### config.mk
export PLATFORM = sky130hd
export DESIGN_NAME = seq_multiplier_flat
export DESIGN_NICKNAME = d
export VERILOG_FILES = /design/src/rtl/seq_multiplier_pkg.sv /design/src/rtl/seq_multiplier_if.sv /design/src/rtl/seq_multiplier_datapath.sv /design/src/rtl/seq_multiplier.sv /design/src/flat_wrapper.sv
export SDC_FILE = /design/constraint.sdc
export NUM_CORES = 1
export LEC_CHECK = 0
export ABC_AREA = 1
export CAP_MARGIN = 10
export CORE_UTILIZATION = 30
export CTS_CLUSTER_SIZE = 12
export DETAILED_ROUTE_END_ITERATION = 8
export DONT_BUFFER_PORTS = 1
export SLEW_MARGIN = 10
export SYNTH_ARGS = -nofsm -noshare
export SYNTH_HDL_FRONTEND = slang
export SYNTH_SLANG_ARGS = --single-unit
### constraint.sdc
create_clock -name clock -period 4.1 [get_ports clock]
set_clock_uncertainty 0.05 [all_clocks]
set_input_delay 0.82 -clock clock [delete_from_list [all_inputs] [get_ports clock]]
set_output_delay 0.82 -clock clock [all_outputs]
set_load 0.005 [all_outputs]
### src/rtl/seq_multiplier_pkg.sv
// Shared types and limits for the sequential shift-and-add multiplier.
package mult_pkg;

  typedef enum logic [1:0] {IDLE, BUSY, DONE} mult_state_t;

  localparam int MULT_MAX_WIDTH = 16;

endpackage

### src/rtl/seq_multiplier_if.sv
// Start/ready/done handshake bundle between a controller and seq_multiplier.
interface seq_multiplier_if #(
  parameter int WIDTH = 8
) ();

  logic               start;
  logic [WIDTH-1:0]   a;
  logic [WIDTH-1:0]   b;
  logic               ready;
  logic               done;
  logic [2*WIDTH-1:0] product;

  modport master (output start, a, b, input ready, done, product);
  modport slave  (input start, a, b, output ready, done, product);

endinterface

### src/rtl/seq_multiplier_datapath.sv
// Shift-and-add datapath: accumulator, shifting operands and step counter.
// SEQ_MULTIPLIER_EARLY_TERM_EN also ends the run once the multiplier runs out of ones.
module mult_datapath
  import mult_pkg::*;
#(
  parameter int WIDTH = 8
) (
  input  logic               clock,
  input  logic               reset_L,
  input  logic               load,
  input  logic               step,
  input  logic [WIDTH-1:0]   a,
  input  logic [WIDTH-1:0]   b,
  output logic               last_step,
  output logic [2*WIDTH-1:0] acc
);

  localparam int CW = $clog2(WIDTH + 1);

  logic [2*WIDTH-1:0] acc_reg;
  logic [2*WIDTH-1:0] acc_next;
  logic [2*WIDTH-1:0] mcand_reg;
  logic [WIDTH-1:0]   mplier_reg;
  logic [WIDTH-1:0]   mplier_next;
  logic [CW-1:0]      count_reg;

  always_comb begin
    acc_next    = mplier_reg[0] ? (acc_reg + mcand_reg) : acc_reg;
    mplier_next = mplier_reg >> 1;
`ifdef SEQ_MULTIPLIER_EARLY_TERM_EN
    last_step   = (count_reg == CW'(WIDTH)) || (mplier_next == '0);
`else
    // The step that sees count already at WIDTH is the final one; its add is a no-op.
    last_step   = (count_reg == CW'(WIDTH));
`endif
  end

  // Post-step value, so an early exit still includes the add of its own step.
  assign acc = acc_next;

  always_ff @(posedge clock or negedge reset_L) begin
    if (!reset_L) begin
      acc_reg    <= '0;
      mcand_reg  <= '0;
      mplier_reg <= '0;
      count_reg  <= '0;
    end else if (load) begin
      acc_reg    <= '0;
      mcand_reg  <= {{WIDTH{1'b0}}, a};
      mplier_reg <= b;
      count_reg  <= '0;
    end else if (step) begin
      acc_reg    <= acc_next;
      mcand_reg  <= mcand_reg << 1;
      mplier_reg <= mplier_next;
      count_reg  <= count_reg + CW'(1);
    end
  end

endmodule

### src/rtl/seq_multiplier.sv
// Sequential unsigned multiplier: IDLE/BUSY/DONE control around mult_datapath.
// Optional SEQ_MULTIPLIER_EARLY_TERM_EN shortens BUSY to the multiplier's significant bits.
module seq_multiplier
  import mult_pkg::*;
#(
  parameter int WIDTH = 8
) (
  input  logic           clock,
  input  logic           reset_L,
  seq_multiplier_if.slave bus
);

  if (WIDTH < 2 || WIDTH > MULT_MAX_WIDTH) begin : g_width_check
    $error("seq_multiplier: WIDTH out of range");
  end

  mult_state_t        state_reg;
  mult_state_t        state_next;
  logic               load;
  logic               step;
  logic               last_step;
  logic [2*WIDTH-1:0] acc;
  logic [2*WIDTH-1:0] product_reg;

  mult_datapath #(.WIDTH(WIDTH)) u_datapath (
    .clock     (clock),
    .reset_L   (reset_L),
    .load      (load),
    .step      (step),
    .a         (bus.a),
    .b         (bus.b),
    .last_step (last_step),
    .acc       (acc)
  );

  always_ff @(posedge clock or negedge reset_L) begin
    if (!reset_L) begin
      state_reg <= IDLE;
    end else begin
      state_reg <= state_next;
    end
  end

  always_comb begin
    state_next = state_reg;
    load       = 1'b0;
    step       = 1'b0;
    case (state_reg)
      IDLE: begin
        if (bus.start) begin
          load       = 1'b1;
          state_next = BUSY;
        end
      end
      BUSY: begin
        step = 1'b1;
        if (last_step) begin
          state_next = DONE;
        end
      end
      DONE:    state_next = IDLE;
      default: state_next = IDLE;
    endcase
  end

  always_ff @(posedge clock or negedge reset_L) begin
    if (!reset_L) begin
      product_reg <= '0;
    end else if (state_reg == BUSY && last_step) begin
      product_reg <= acc;
    end
  end

  assign bus.ready   = (state_reg == IDLE);
  assign bus.done    = (state_reg == DONE);
  assign bus.product = product_reg;

endmodule
### src/flat_wrapper.sv
// flat-port wrapper written by rule: the top's interface ports become plain ports
module seq_multiplier_flat import mult_pkg::*;
#(
  parameter int WIDTH = 8
)
  (clock, reset_L, bus_start, bus_a, bus_b, bus_ready, bus_done, bus_product);
  seq_multiplier_if #(.WIDTH(WIDTH)) bus_i ();
  input  logic clock;
  input  logic reset_L;
  input wire logic [$bits(bus_i.start)-1:0] bus_start;
  input wire logic [$bits(bus_i.a)-1:0] bus_a;
  input wire logic [$bits(bus_i.b)-1:0] bus_b;
  output wire logic [$bits(bus_i.ready)-1:0] bus_ready;
  output wire logic [$bits(bus_i.done)-1:0] bus_done;
  output wire logic [$bits(bus_i.product)-1:0] bus_product;
  assign bus_i.start = bus_start;
  assign bus_i.a = bus_a;
  assign bus_i.b = bus_b;
  assign bus_ready = bus_i.ready;
  assign bus_done = bus_i.done;
  assign bus_product = bus_i.product;
  seq_multiplier #(.WIDTH(WIDTH)) u_core (.clock(clock), .reset_L(reset_L), .bus(bus_i));
endmodule
==> results.tsv, run 1 <==
stage	metric	value	unit
clock_tree	post-CTS setup buffer count	0	
grt	number of antenna violations at the first check in global routing	0	
synth	Area contributors post-synth	sky130_fd_sc_hd__dfrtp_1, sky130_fd_sc_hd__nand2_1, sky130_fd_sc_hd__inv_1	
placement	I/O Buffers	0	
job	count of maximum capacitance violations	0	
drt	routed len/inst	12.7	um
timing	Final Hold Violating Endpoints	0	
status	violations in the final reports	design-rule violations	
timing	time the worst path needs with I/O delays and setup	2.12	ns
clock_tree	Inserted Clock Buffers	9	
floorplan	initial core utilization	31.1	%
critical_path	Worst path max stage delay	0.48	ns
power	worst voltage drop across the vdd grid	343	uV
synth	syn avg cell area	7.79	sq um
synth	post-synthesis cell type count	39	
power	static leakage	2.04	nW
floorplan	Die Area	0.0124	sq mm
finish	total of fill cells in the finished design	1197	
power	total power consumption of the routed design	3.62	mW
critical_path	slack of the worst reg-to-reg path	1.98	ns
grt	global-route wire length before repair	13800	um
drt	length of the first detailed-routing pass in iterations	6	
drt	number of DRC violations after detailed-routing iteration 0	119	
clock_tree	number of clock sinks	62	
timing	number of setup violations in the final report	0	
finish	most common cell after layout, fill and taps aside	sky130_fd_sc_hd__nand2_1	
timing	part of the cycle the worst path needs	51.6	%
power	P per Cell Area	915	mW/mm^2
floorplan	overall die height	111	um
synth	proportion of synthesized chip area in sequential cells	43.2	%
synth	fraction of post-synthesis cell area in the top cell type by area	43.2	%
synth	synthesized netlist net count	498	
timing	Slew Limit Headroom	34.9	%
clock_tree	Max Buffers Root-to-Sink	2	
clock_tree	number of gates resized after cts	0	
synth	synthesized flop and latch total	62	
floorplan	# IOs	37	
clock_tree	clock transition at the registers of the reported paths	0.06	ns
grt	number of global-route vias before repair	2883	
critical_path	largest delay contributor family on the critical path	simple AND/OR/NAND/NOR gates	
clock_tree	hold bufs inserted after CTS	0	
timing	maximum achievable frequency	473	MHz
timing	setup total negative slack	0	ns
critical_path	number of buffer and inverter instances along the worst setup path	2	
finish	Area growth, synth to finish	10.2	%
grt	overall routing resource usage	13.9	%
finish	fin nets	496	
clock_tree	H-tree levels	3	
critical_path	element type at the critical path end	flop	
clock_tree	Root Buffer Master	sky130_fd_sc_hd__clkbuf_16	
synth	gate count of the mapped netlist	461	
finish	commonest non-fill, non-tap cells in the layout	sky130_fd_sc_hd__nand2_1, sky130_fd_sc_hd__inv_1, sky130_fd_sc_hd__dfrtp_1	
critical_path	critical path, cell by cell	nand2_4 -> inv_4 -> nor2_4 -> inv_2 -> o221ai_1	
placement	dpl cell area	0.00368	sq mm
clock_tree	source-to-sink clock delay at the later pin of the worst-skew pair	0.34	ns
grt	maximum number of pins on one net before global-route repair	63	
synth	biggest area consumer among synthesized cells	sky130_fd_sc_hd__dfrtp_1	
timing	slew at the pin with the worst max-slew slack	0.977	ns
finish	non-filler instance count after layout	607	
drt	via total after detailed routing	2813	
placement	final RePlAce weighted congestion	0.857	
finish	layout cells sized above 1	9.48	%
critical_path	slowest stage cell on the critical path	sky130_fd_sc_hd__nor2_4	
finish	post-route cell area	0.00396	sq mm
status	status	finished, violations left	
drt	number of nets with antenna violations after detailed routing	0	
drt	DRC viols	6	
timing	unrepaired setup endpoints after global routing	no	
synth	Mapped Area	0.00359	sq mm
critical_path	biggest fanout along the worst timing path	27	
critical_path	Critical Path Source Type	flop	
synth	count of synthesis-stage warnings from yosys	0	
critical_path	signal arrival time at the worst endpoint	2.31	ns
drt	Via-to-Cell Ratio	4.63	
floorplan	die width	111	um
finish	multi-input logic area	0.00168	sq mm
drt	total detailed-routing wirelength	7730	um
floorplan	CORE AREA	0.0116	sq mm
critical_path	critical path required time	4.29	ns
worst_hold_path	worst min path class	input pin to asynchronous set/reset pin	
clock_tree	clock tree from TritonCTS	yes	
timing	Slew Viols, Final	0	
floorplan	standard-cell row count	39	
grt	total gr overflow	0	
critical_path	Crit Path Class	flop to flop	
placement	post-detail-place hpwl	5500	um
finish	count of antenna diodes in the layout	0	
finish	storage element area	0.00155	sq mm
placement	cell total after placement	591	
cell families (layout without fill, tap and decap cells):
| logic type | Yosys count | after routing | share of synthesized area, % |
|---|---|---|---|
| compound gates | 58 | 58 | 10.6 |
| xor+xnor | 5 | 5 | 1.22 |
| fa+ha+maj | 18 | 18 | 6.48 |
| buf+inv | 84 | 87 | 10.0 |
| flops | 62 | 62 | 43.2 |
| simple gates | 234 | 234 | 28.5 |
metrics by stage:
stage          hold slack (ns)  util [%]  setup slack, ns
2_1_floorplan            0.399         -             2.32
3_3_place_gp             0.416      31.9             1.99
3_5_place_dp             0.422      31.9             1.96
4_1_cts                  0.116      34.2             2.01
5_1_grt                  0.111      34.2             1.75
6_report                 0.125      34.2             1.98
where the power goes:
group	internal [mW]	switching (mW)
clock	0.425	0.277
sequential	0.907	0.259
combinational	0.662	1.09
total	1.99	1.63
final cells by class:
type / count / share of cell area, %
clock buffer: 11 / 6.13
sequential: 62 / 39.2
inverter: 71 / 6.86
multi-input combinational: 315 / 42.5
clock inverter: 5 / 0.853
tap: 143 / 4.52
per-layer routing:
metal / part of all wire (%) / track usage (%) / vias up
li1: - / - / 1479
met1: 51 / 18.4 / 1266
met2: 41 / 21.1 / 58
met3: 6.5 / 4.52 / 10
met4: 1.7 / 5.32 / 0
met5: 0 / 0 / -
final timing paths:
check,from,end,cells past startpoint
min,reset_L,u_core.bus.product[3],0
max,u_core.state_reg[0],u_core.u_datapath.mcand_reg[3],5
min reg2reg,u_core.u_datapath.mplier_reg[5],u_core.u_datapath.mplier_reg[5],2
min in group clock,u_core.u_datapath.mplier_reg[5],u_core.u_datapath.mplier_reg[5],2
max reg2reg,u_core.state_reg[0],u_core.u_datapath.mcand_reg[3],5
max in group asynchronous,reset_L,u_core.bus.product[14],0
cell usage after synthesis, drive strengths merged:
library cell  number
or2               10
clkbuf             3
a21oi              8
o211ai             3
o21ai             27
nand4              2
dfrtp             62
and2               1
buf               10
o221ai             8
nand2            159
fa                 1
xnor2              3
inv               71
nand3b             2
ha                17
xor2               2
a22o               1
a22oi              1
nand3             41
nor3               3
o22ai             10
nor2              16
No activity file was read; power rests on OpenSTA's default activity.
==> run 2, diff against run 1 <==
==> constraint.sdc (replaced) <==
create_clock -name clock -period 1.8 [get_ports clock]
set_clock_uncertainty 0.05 [all_clocks]
set_input_delay 0.36 -clock clock [delete_from_list [all_inputs] [get_ports clock]]
set_output_delay 0.36 -clock clock [all_outputs]
set_load 0.005 [all_outputs]
==> run 2 against run 1 <==
  * The flow finishes with violations (design-rule violations, negative hold slack, negative setup slack)
  * Power rose to 2.6 times the previous value
  * Highest routed layer unchanged
  * Cell area up 12%
  * Global-route usage up 0.73 points
  * Largest power group unchanged
  * Worst hold slack worse by 0.45 ns
==> results.tsv, run 2 (synthesis results as in run 1) <==
stage	metric	value	unit	change
status	status	finished, violations left		
status	violations in the final reports	design-rule violations, negative hold slack, negative setup slack		
drt	via total after detailed routing	2998		+6.6%
timing	post-route setup slack	-0.106	ns	-2.09 ns
drt	number of DRC violations after detailed-routing iteration 0	101		-15%
floorplan	initial core utilization	31.1	%	unchanged
clock_tree	Root Buffer Master	sky130_fd_sc_hd__clkbuf_16		
floorplan	CORE AREA	0.0116	sq mm	unchanged
power	clock network fraction of total power	16.3	%	-3.1 points
grt	overall routing resource usage	14.6	%	+0.73 points
grt	number of global-route vias before repair	2961		+2.7%
drt	routed len/inst	13.7	um	+7.8%
timing	part of the cycle the worst path needs	106	%	+54 points
worst_hold_path	worst min path class	input pin to asynchronous set/reset pin		
floorplan	overall die height	111	um	unchanged
timing	time the worst path needs with I/O delays and setup	1.91	ns	-0.210 ns
finish	layout cells sized above 1	25.0	%	+16 points
clock_tree	number of clock sinks	62		unchanged
grt	total gr overflow	0		unchanged
power	worst voltage drop across the vdd grid	949	uV	+180%
placement	setup slack at placement	-0.187	ns	-2.15 ns
power	static leakage	2.19	nW	+7.3%
critical_path	Crit Path Class	flop to flop		
power	sequential share of power	28.4	%	-3.8 points
grt	number of antenna violations at the first check in global routing	0		unchanged
drt	number of nets with antenna violations after detailed routing	0		unchanged
floorplan	die width	111	um	unchanged
timing	unrepaired setup endpoints after global routing	yes		
clock_tree	Max Buffers Root-to-Sink	2		unchanged
placement	final RePlAce weighted congestion	0.846		-1.2%
drt	length of the first detailed-routing pass in iterations	6		unchanged
critical_path	critical path required time	1.96	ns	-2.33 ns
finish	count of antenna diodes in the layout	0		unchanged
grt	global-route wire length before repair	14400	um	+4.4%
floorplan	Die Area	0.0124	sq mm	unchanged
timing	maximum achievable frequency	525	MHz	+11%
finish	fin nets	524		+5.6%
clock_tree	clock transition at the registers of the reported paths	0.06	ns	about the same
critical_path	critical path, cell by cell	ha_2 -> fa_2 -> nand2_2 -> nand2_2 -> nand3b_1 -> nand2_2 -> buf_4 -> nand2_2 -> nand3_2 -> o21ai_2 -> o21ai_1		
critical_path	Worst path max stage delay	0.38	ns	-0.10 ns
finish	total of fill cells in the finished design	1154		-3.6%
finish	commonest non-fill, non-tap cells in the layout	sky130_fd_sc_hd__nand2_1, sky130_fd_sc_hd__inv_1, sky130_fd_sc_hd__dfrtp_1		
floorplan	standard-cell row count	39		unchanged
critical_path	Critical Path Source Type	flop		
drt	Via-to-Cell Ratio	4.72		+1.9%
floorplan	# IOs	37		unchanged
placement	post-detail-place hpwl	5910	um	+7.4%
power	P per Cell Area	2150	mW/mm^2	+140%
critical_path	biggest fanout along the worst timing path	3		-89%
clock_tree	Inserted Clock Buffers	9		unchanged
power	switching power	4.26	mW	+160%
clock_tree	source-to-sink clock delay at the later pin of the worst-skew pair	0.33	ns	about the same
timing	Final Hold Violating Endpoints	62		+62
timing	number of setup violations in the final report	9		+9
clock_tree	clock tree from TritonCTS	yes		
clock_tree	H-tree levels	3		unchanged
finish	Area growth, synth to finish	23.9	%	
job	count of maximum capacitance violations	0		unchanged
critical_path	most used cell along the critical path	sky130_fd_sc_hd__nand2_2		
critical_path	slowest stage cell on the critical path	sky130_fd_sc_hd__dfrtp_1		
power	Internal Power	5.31	mW	+170%
finish	most common cell after layout, fill and taps aside	sky130_fd_sc_hd__nand2_1		
timing	slew at the pin with the worst max-slew slack	0.450	ns	-0.526 ns
timing	Slew Limit Headroom	69.9	%	+35 points
drt	DRC viols	6		unchanged
drt	total detailed-routing wirelength	8710	um	+13%
grt	maximum number of pins on one net before global-route repair	63		unchanged
power	switching power share of the total	44.5	%	-0.47 points
timing	Slew Viols, Final	0		unchanged
critical_path	element type at the critical path end	flop		
placement	I/O Buffers	0		unchanged
timing	Post-Route Hold Slack	-0.328	ns	-0.453 ns
power	combinational power share	55.3	%	+6.8 points
critical_path	signal arrival time at the worst endpoint	2.06	ns	-0.25 ns
==> run 2: changes by cell type in the layout (fill, tap and decap cells not counted), moves of 3 or more <==
cell                      previous run  this run
sky130_fd_sc_hd__a21oi_1             8         5
sky130_fd_sc_hd__a21oi_2             0         3
sky130_fd_sc_hd__buf_4               0        27
sky130_fd_sc_hd__ha_1               17         3
sky130_fd_sc_hd__ha_4                0        12
sky130_fd_sc_hd__nand2_1           156       139
sky130_fd_sc_hd__nand2_2             2        18
sky130_fd_sc_hd__nand3_1            41        32
sky130_fd_sc_hd__nand3_2             0         9
==> run 2: final cells by class <==
class	count	area, sq um	area share (%)
Inverter	71	272	6.10
Sequential cell	62	1550	34.9
Multi-Input combinational cell	315	1960	44.0
Clock buffer	10	229	5.14
Timing Repair Buffer	28	223	5.00
Tap cell	143	179	4.02
Clock inverter	6	38.8	0.871
==> run 2: path summary, 6_finish.rpt <==
kind | start | to | slack (ns) | cells past startpoint
worst max-delay path | u_core.u_datapath.mcand_reg[0] | u_core.bus.product[6] | -0.11 | 11
worst min-delay path | reset_L | u_core.u_datapath.acc_reg[3] | -0.33 | 0
worst max register to register | u_core.u_datapath.mcand_reg[0] | u_core.bus.product[6] | -0.11 | 11
worst min register to register | u_core.u_datapath.mplier_reg[2] | u_core.u_datapath.mplier_reg[2] | 0.44 | 2
max in group asynchronous | reset_L | u_core.u_datapath.mplier_reg[4] | 1.92 | 0
min in group clock | bus_a[4] | u_core.u_datapath.mcand_reg[4] | 0.10 | 2
==> run 2: through the flow <==
step                      utilization (%)  setup TNS (ns)  cell area, sq um  instances  power [mW]
after global routing                 38.5           -1.99              4450        635        10.5
after CTS                            35.7          -0.356              4130        623        8.76
final                                38.5          -0.556              4450        635        9.58
after detailed placement             32.9           -1.43              3810        606        7.03
after global placement               32.9          -0.681              3810        606        6.89
after floorplan                         -               0              3590        461        5.93
==> run 2: power groups by stage <==
stage               Clock, mW  Sequential (mW)  Combinational, mW
floorplan                   0             2.43               3.50
global placement            0             2.59               4.30
detailed placement          0             2.62               4.41
CTS                      1.60             2.62               4.54
global route             1.66             2.81               6.01
finish                   1.56             2.72               5.30
==> run 2: critical path, delay by kind of cell (launching register included) <==
kind,cells,cell delay [ns]
adders and majority gates,2,0.55
AOI/OAI and AO/OA,2,0.17
and+or+nand+nor,6,0.50
DFF,1,0.38
buffers and inverters,1,0.15
==> run 2: repair_timing <==
action / in CTS / in global routing
endpoints found under the hold margin: 62 / 62
setup endpoints to repair: 15 / 24
buffers inserted: 1 / 12
resized for setup: 12 / 42
pin swaps: 9 / 22
==> run 2: routing by layer <==
layer / GRT usage, % / routed length, um / vias to the layer above
met4: 6.04 / 142 / 0
met2: 22.7 / 4010 / 58
met1: 18.7 / 4050 / 1399
met5: 0 / 0 / -
met3: 4.90 / 511 / 10
li1: - / - / 1531
